===== config.mk =====
export PLATFORM = sky130hd
export DESIGN_NAME = writeback_arbiter_flat
export DESIGN_NICKNAME = d
export VERILOG_FILES = /design/src/rtl/writeback_arbiter_if.sv /design/src/rtl/writeback_arbiter.sv /design/src/flat_wrapper.sv
export SDC_FILE = /design/constraint.sdc
export NUM_CORES = 1
export LEC_CHECK = 0
export BUFFER_PORTS_ARGS = -buffer_cell sky130_fd_sc_hd__buf_2
export CAP_MARGIN = 30
export CELL_PAD_IN_SITES_DETAIL_PLACEMENT = 0
export CELL_PAD_IN_SITES_GLOBAL_PLACEMENT = 1
export CORE_UTILIZATION = 41
export CTS_CLUSTER_SIZE = 12
export DETAILED_ROUTE_END_ITERATION = 6
export PLACE_DENSITY_LB_ADDON = 0.05
export SLEW_MARGIN = 20
export SYNTH_ARGS = -nofsm -noshare
export SYNTH_HDL_FRONTEND = slang
export SYNTH_SLANG_ARGS = --single-unit

===== constraint.sdc =====
create_clock -name clk -period 3.4 [get_ports clk]
set_input_delay 0.68 -clock clk [delete_from_list [all_inputs] [get_ports clk]]
set_output_delay 0.68 -clock clk [all_outputs]
set_load 0.02 [all_outputs]

===== src/rtl/writeback_arbiter_if.sv =====
// Writeback merger bundle: per-channel execute results in, one shared commit port out.
interface writeback_arbiter_if #(
  parameter int N_IN   = 2,
  parameter int DATA_W = 32,
  parameter int PREG_W = 6,
  parameter int ROB_W  = 6
);
  logic [N_IN-1:0]        in_valid;
  logic [N_IN-1:0]        in_ready;
  logic [N_IN*ROB_W-1:0]  in_rob_id;
  logic [N_IN-1:0]        in_wen;
  logic [N_IN*PREG_W-1:0] in_preg;
  logic [N_IN*DATA_W-1:0] in_data;
  logic                   flush;
  logic [ROB_W-1:0]       next_retire_id;

  logic                   rf_wen;
  logic [PREG_W-1:0]      rf_addr;
  logic [DATA_W-1:0]      rf_data;
  logic                   rt_wen;
  logic [PREG_W-1:0]      rt_addr;
  logic                   rt_data;
  logic                   wk_valid;
  logic [PREG_W-1:0]      wk_preg;
  logic                   rob_valid;
  logic [ROB_W-1:0]       rob_id;

  modport master (
    output in_valid, in_rob_id, in_wen, in_preg, in_data, flush, next_retire_id,
    input  in_ready, rf_wen, rf_addr, rf_data, rt_wen, rt_addr, rt_data,
           wk_valid, wk_preg, rob_valid, rob_id
  );

  modport slave (
    input  in_valid, in_rob_id, in_wen, in_preg, in_data, flush, next_retire_id,
    output in_ready, rf_wen, rf_addr, rf_data, rt_wen, rt_addr, rt_data,
           wk_valid, wk_preg, rob_valid, rob_id
  );
endinterface


===== src/rtl/writeback_arbiter.sv =====
// Merges N_IN buffered execute results onto one registered writeback port,
// round-robin or oldest-first by ROB age, with flush support.
module writeback_arbiter #(
  parameter int N_IN     = 2,
  parameter int DEPTH    = 2,
  parameter int DATA_W   = 32,
  parameter int PREG_W   = 6,
  parameter int ROB_W    = 6,
  parameter int ARB_MODE = 0
) (
  input logic              clk,
  input logic              rst,
  writeback_arbiter_if.slave wb
);

  localparam int IDX_W = $clog2(N_IN);
  localparam int PTR_W = (DEPTH > 1) ? $clog2(DEPTH) : 1;
  localparam int CNT_W = $clog2(DEPTH) + 1;
  localparam int ENT_W = ROB_W + 1 + PREG_W + DATA_W;

  logic [ENT_W-1:0] mem    [N_IN][DEPTH];
  logic [PTR_W-1:0] wr_ptr [N_IN];
  logic [PTR_W-1:0] rd_ptr [N_IN];
  logic [CNT_W-1:0] count  [N_IN];
  logic [ENT_W-1:0] head   [N_IN];
  logic [ROB_W-1:0] head_id[N_IN];
  logic [N_IN-1:0]  nonempty;
  logic [N_IN-1:0]  push;
  logic [N_IN-1:0]  pop;
  logic [IDX_W-1:0] rr_ptr;

  logic             gnt_valid;
  logic [IDX_W-1:0] gnt_idx;
  logic [IDX_W-1:0] cand;
  logic [ROB_W-1:0] age;
  logic [ROB_W-1:0] best_age;
  logic [ENT_W-1:0] gnt_ent;
  logic [ROB_W-1:0] gnt_id;
  logic             gnt_wen;
  logic [PREG_W-1:0] gnt_preg;
  logic [DATA_W-1:0] gnt_data;
  logic             gnt_wr;

  // Ready comes from registered count only, so sources never see a comb path from valid.
  always_comb begin
    wb.in_ready = '0;
    nonempty    = '0;
    push        = '0;
    for (int unsigned i = 0; i < N_IN; i++) begin
      wb.in_ready[i] = !rst && (count[i] < CNT_W'(DEPTH));
      nonempty[i]    = (count[i] != '0);
      push[i]        = wb.in_valid[i] && wb.in_ready[i];
      head[i]        = mem[i][rd_ptr[i]];
      head_id[i]     = head[i][ENT_W-1 -: ROB_W];
    end
  end

  always_comb begin
    gnt_valid = 1'b0;
    gnt_idx   = '0;
    cand      = '0;
    age       = '0;
    best_age  = '0;
    if (ARB_MODE == 0) begin
      for (int unsigned k = 1; k <= N_IN; k++) begin
        cand = IDX_W'((int'(rr_ptr) + int'(k)) % N_IN);
        if (!gnt_valid && nonempty[cand]) begin
          gnt_valid = 1'b1;
          gnt_idx   = cand;
        end
      end
    end else begin
      // Age wraps mod 2^ROB_W; strict compare keeps the lowest index on ties.
      for (int unsigned i = 0; i < N_IN; i++) begin
        age = head_id[i] - wb.next_retire_id;
        if (nonempty[i] && (!gnt_valid || age < best_age)) begin
          gnt_valid = 1'b1;
          gnt_idx   = IDX_W'(i);
          best_age  = age;
        end
      end
    end
    gnt_ent  = head[gnt_idx];
    gnt_id   = gnt_ent[ENT_W-1 -: ROB_W];
    gnt_wen  = gnt_ent[DATA_W + PREG_W];
    gnt_preg = gnt_ent[DATA_W +: PREG_W];
    gnt_data = gnt_ent[DATA_W-1:0];
    gnt_wr   = gnt_valid && gnt_wen && (gnt_preg != '0);
  end

  always_comb begin
    pop = '0;
    for (int unsigned i = 0; i < N_IN; i++)
      pop[i] = gnt_valid && (gnt_idx == IDX_W'(i));
  end

  function automatic logic [PTR_W-1:0] ptr_inc(input logic [PTR_W-1:0] p);
    return (p == PTR_W'(DEPTH - 1)) ? '0 : p + 1'b1;
  endfunction

  always_ff @(posedge clk) begin
    for (int unsigned i = 0; i < N_IN; i++)
      if (push[i])
        mem[i][wr_ptr[i]] <= {wb.in_rob_id[i*ROB_W +: ROB_W], wb.in_wen[i],
                              wb.in_preg[i*PREG_W +: PREG_W], wb.in_data[i*DATA_W +: DATA_W]};
  end

  always_ff @(posedge clk) begin
    if (rst || wb.flush) begin
      for (int unsigned i = 0; i < N_IN; i++) begin
        wr_ptr[i] <= '0;
        rd_ptr[i] <= '0;
        count[i]  <= '0;
      end
      if (rst) rr_ptr <= IDX_W'(N_IN - 1);
      wb.rob_valid <= 1'b0;
      wb.rob_id    <= '0;
      wb.rf_wen    <= 1'b0;
      wb.rf_addr   <= '0;
      wb.rf_data   <= '0;
      wb.rt_wen    <= 1'b0;
      wb.rt_addr   <= '0;
      wb.rt_data   <= 1'b0;
      wb.wk_valid  <= 1'b0;
      wb.wk_preg   <= '0;
    end else begin
      for (int unsigned i = 0; i < N_IN; i++) begin
        if (push[i]) wr_ptr[i] <= ptr_inc(wr_ptr[i]);
        if (pop[i])  rd_ptr[i] <= ptr_inc(rd_ptr[i]);
        if (push[i] && !pop[i])      count[i] <= count[i] + 1'b1;
        else if (pop[i] && !push[i]) count[i] <= count[i] - 1'b1;
      end
      if (gnt_valid) rr_ptr <= gnt_idx;
      wb.rob_valid <= gnt_valid;
      wb.rob_id    <= gnt_valid ? gnt_id : '0;
      wb.rf_wen    <= gnt_wr;
      wb.rf_addr   <= gnt_wr ? gnt_preg : '0;
      wb.rf_data   <= gnt_wr ? gnt_data : '0;
      wb.rt_wen    <= gnt_wr;
      wb.rt_addr   <= gnt_wr ? gnt_preg : '0;
      wb.rt_data   <= gnt_wr;
      wb.wk_valid  <= gnt_wr;
      wb.wk_preg   <= gnt_wr ? gnt_preg : '0;
    end
  end

endmodule


===== src/flat_wrapper.sv =====
// flat-port wrapper written by rule: the top's interface ports become plain ports
module writeback_arbiter_flat 
#(
  parameter int N_IN     = 2,
  parameter int DEPTH    = 2,
  parameter int DATA_W   = 32,
  parameter int PREG_W   = 6,
  parameter int ROB_W    = 6,
  parameter int ARB_MODE = 0
)
  (clk, rst, wb_in_valid, wb_in_rob_id, wb_in_wen, wb_in_preg, wb_in_data, wb_flush, wb_next_retire_id, wb_in_ready, wb_rf_wen, wb_rf_addr, wb_rf_data, wb_rt_wen, wb_rt_addr, wb_rt_data, wb_wk_valid, wb_wk_preg, wb_rob_valid, wb_rob_id);
  writeback_arbiter_if #(.N_IN(N_IN), .DATA_W(DATA_W), .PREG_W(PREG_W), .ROB_W(ROB_W)) wb_i ();
  input logic clk;
  input logic rst;
  input wire logic [$bits(wb_i.in_valid)-1:0] wb_in_valid;
  input wire logic [$bits(wb_i.in_rob_id)-1:0] wb_in_rob_id;
  input wire logic [$bits(wb_i.in_wen)-1:0] wb_in_wen;
  input wire logic [$bits(wb_i.in_preg)-1:0] wb_in_preg;
  input wire logic [$bits(wb_i.in_data)-1:0] wb_in_data;
  input wire logic [$bits(wb_i.flush)-1:0] wb_flush;
  input wire logic [$bits(wb_i.next_retire_id)-1:0] wb_next_retire_id;
  output wire logic [$bits(wb_i.in_ready)-1:0] wb_in_ready;
  output wire logic [$bits(wb_i.rf_wen)-1:0] wb_rf_wen;
  output wire logic [$bits(wb_i.rf_addr)-1:0] wb_rf_addr;
  output wire logic [$bits(wb_i.rf_data)-1:0] wb_rf_data;
  output wire logic [$bits(wb_i.rt_wen)-1:0] wb_rt_wen;
  output wire logic [$bits(wb_i.rt_addr)-1:0] wb_rt_addr;
  output wire logic [$bits(wb_i.rt_data)-1:0] wb_rt_data;
  output wire logic [$bits(wb_i.wk_valid)-1:0] wb_wk_valid;
  output wire logic [$bits(wb_i.wk_preg)-1:0] wb_wk_preg;
  output wire logic [$bits(wb_i.rob_valid)-1:0] wb_rob_valid;
  output wire logic [$bits(wb_i.rob_id)-1:0] wb_rob_id;
  assign wb_i.in_valid = wb_in_valid;
  assign wb_i.in_rob_id = wb_in_rob_id;
  assign wb_i.in_wen = wb_in_wen;
  assign wb_i.in_preg = wb_in_preg;
  assign wb_i.in_data = wb_in_data;
  assign wb_i.flush = wb_flush;
  assign wb_i.next_retire_id = wb_next_retire_id;
  assign wb_in_ready = wb_i.in_ready;
  assign wb_rf_wen = wb_i.rf_wen;
  assign wb_rf_addr = wb_i.rf_addr;
  assign wb_rf_data = wb_i.rf_data;
  assign wb_rt_wen = wb_i.rt_wen;
  assign wb_rt_addr = wb_i.rt_addr;
  assign wb_rt_data = wb_i.rt_data;
  assign wb_wk_valid = wb_i.wk_valid;
  assign wb_wk_preg = wb_i.wk_preg;
  assign wb_rob_valid = wb_i.rob_valid;
  assign wb_rob_id = wb_i.rob_id;
  writeback_arbiter #(.N_IN(N_IN), .DEPTH(DEPTH), .DATA_W(DATA_W), .PREG_W(PREG_W), .ROB_W(ROB_W), .ARB_MODE(ARB_MODE)) u_core (.clk(clk), .rst(rst), .wb(wb_i));
endmodule

==> results.yml <==
die:
  die_area_um2: 23400
  core_area_um2: 22100
  boundaryPins: 164
  row_count: 54
  die_y_um: 153
  initial_core_util_pct: 42.3
  fp.dieW_um: 153
min_path:
  min_to: "u_core.mem[0][84]"
  hp-class: "in -> reg"
  hp-start: "wb_in_rob_id[0]"
  whs_path_depth: 1
synthesis:
  syn_inst: 670
  synth_mux_area_share_pct: 5.37
  yosysMostFrequentCell: "edfxtp_1"
  synth_xor_area_share_pct: 0.281
  synth_compound_area_share_pct: 12.9
  synth_area_um2: 9350
  synth_top_family_by_area: "compound AO/OA/AOI/OAI gates"
  ys_seq_area_share_pct: 70.6
  synth_top_area_cell: "edfxtp_1"
  yosysTopAreaCellShare_pct: 60.7
  synth_commonest_cells: "edfxtp_1, a21oi_1, dfxtp_1"
  synth-simple-area-share_pct: 6.75
  synth_fa_ha_area_share_pct: 0.134
  synth_fp_nets: 772
  yosys_register_bits: 235
  ys_warn_count: 0
  synth-main-ff-cell: "edfxtp_1"
  synth_edf_count: 189
  postSynthAreaPerCell_um2: 13.9
  ys_types: 46
  synthTopCellsByArea: "edfxtp_1, dfxtp_1, a21oi_1"
  async_flop_share_pct: 0
route:
  vias_per_cell: 5.23
  num_vias: 5808
  drt_first_pass_iters: 4
  routedWlPerCell_um: 19.8
  route.final.wire_length_mm: 22.0
  drt-initial-drc-count: 295
  route.detailed.drc: 0
  ant_nets: 0
sta:
  finalSetupTns_ns: 0
  period_share_pct: 67.0
  max_freq_ghz: 0.439
  fin_skew_ns: 0.0185
  worst_pin_slew_ns: 0.852
  hold_viol: 0
  setup_violations: 0
  maxSlewHeadroom_pct: 43.2
  fin_crit_ns: 2.28
  drv_slew: 0
  grt_setup_unrepaired: "false"
  fin_hold_ws_ns: 0.348
worst_setup_path:
  max_stage_delay_ns: 0.41
  slowest_stage: "edfxtp_1"
  r2r_cells: 8
  r2r_slack_ns: 1.12
  worst_ep_required_time_ns: 3.75
  crit_top_cell: "inv_1"
  start_kind: "flip-flop"
  cp_cell_sequence: "inv_1 > ha_1 > inv_1 > o31ai_1 > buf_4 > a211o_2 > buf_12 > a211oi_1"
  rr_startpoint: "u_core.count[1][1]"
  critPathArrivalTime_ns: 2.63
  path_max_fanout: 26
  reg2reg_to: "u_core.wb.rf_addr[2]"
  cp_num_buf_inv: 4
  critPathTopFamily: "compound AO/OA/AOI/OAI gates"
  crit_type: "reg -> reg"
  crit_path_end_kind: "flip-flop"
clock_network:
  cts_setup_buffers: 0
  clk_latency_ns: 0.52
  postCtsHoldBufs: 0
  cts_root_buffer: "clkbuf_16"
  clk_path_buf_depth: 3
  cts_tree: "done"
  clkTransAtPathRegs_ns: 0.06
  cts_resized: 0
  cts_made_buffers: 25
  cts_sinks: 235
  cts-htree-levels: 1
grt:
  grt_pass1_vias: 5775
  grt_overflow_total: 0
  grt_util_all_layers_pct: 18.7
  grt_pass1_wl_mm: 33.4
  antenna_found_initial: 3
  grt_max_degree: 85
placed_design:
  hpwl_mm: 13.1
  gp_congestion: 0.773
  dp.cells: 1059
  io_buffer_count: 157
final_layout:
  n_fill_cell: 1936
  drive_gt1_share_pct: 32.5
  fin_cells: 1111
  syn2layout_area_growth_pct: 19.4
  finish.net_count: 911
flow_run:
  cap_violations: 0
power:
  power.density_nw_per_um2: 706
  finalPower_w: 0.00787
  ir_drop_v: 0.000421
  p_leak_nw: 4.08
run_status:
  status: "finished, final reports clean"
cell families (layout without fill, tap and decap cells):
kind of cell,after synthesis,count (layout)
AOI/OAI and AO/OA,198,198
xor gates and xnor gates,3,3
adders and majority gates,1,1
buffers and inverters,69,226
DFF,235,235
muxes,46,46
other,0,4
and+or+nand+nor,118,118
cell usage in the layout (no fill, tap or decap), types with 2 or more instances in the layout:
cell type	count
nand2b_1	33
a21oi_1	89
a211oi_1	23
clkbuf_8	2
o21ai_0	25
buf_16	2
clkinv_2	4
nor4_4	2
xnor2_1	2
clkinv_1	2
clkbuf_1	10
inv_1	4
mux2i_1	13
buf_12	2
edfxtp_1	189
dfxtp_1	46
o211ai_1	33
nor4_1	2
buf_4	16
nand2_1	41
clkbuf_16	25
a21oi_2	10
nor2b_1	12
o21ai_1	9
mux2_2	33
nor2_1	12
nor2_4	6
diode_2	4
buf_2	157
flip-flops by register name, indices dropped and copies added, names as in the netlist, 2 cells and up:
name,cells
u_core.count,4
u_core.mem,180
u_core.rd_ptr,2
u_core.wb.rf_addr,6
u_core.wb.rf_data,32
u_core.wb.rob_id,6
u_core.wr_ptr,2
through the flow:
step	instance area (um2)	worst slack (ns)	utilization, %
after floorplan	9350	0.451	-
after global placement	10300	0.955	46.7
after detailed placement	10300	0.925	46.7
after CTS	11100	0.890	50.1
after global routing	11100	0.953	50.4
final	11200	1.12	50.5
area by class of cell:
cell class | count | area (um2) | share of cell area [%]
inverter | 4 | 15.0 | 0.135
timing repair buffer | 177 | 1000 | 8.97
multi-input combinational | 366 | 2430 | 21.7
antenna | 4 | 10.0 | 0.0897
clock buffer | 37 | 691 | 6.19
sequential | 235 | 6600 | 59.1
tap | 280 | 350 | 3.14
clock inverter | 8 | 66.3 | 0.594
power breakdown:
group	leakage, nW	switching [W]	internal [W]	total [W]
clock	0.372	0.00105	0.00148	0.00252
combinational	1.59	0.00121	0.000651	0.00186
sequential	2.12	0.0000999	0.00339	0.00349
worst max path at each step:
stage / from / end / slack, ns / depth (start not counted)
6_report: u_core.count[1][1] / u_core.wb.rf_addr[2] / 1.12 / 8
5_1_grt: u_core.count[1][0] / u_core.wb.rf_addr[2] / 0.95 / 8
4_1_cts: u_core.count[1][1] / u_core.wb.rf_addr[2] / 0.89 / 7
3_5_place_dp: rst / u_core.wb.rf_addr[4] / 0.93 / 6
3_3_place_gp: u_core.count[1][1] / u_core.wb.rf_addr[0] / 0.96 / 7
2_1_floorplan: rst / u_core.mem[0][135] / 0.45 / 4
routing by layer:
layer / global-route usage (%) / wire length [um]
met5: 0 / 0
met1: 24.0 / 9790
met2: 32.8 / 10800
met3: 3.86 / 1080
met4: 3.75 / 317
(Power assumes the default switching activity.)
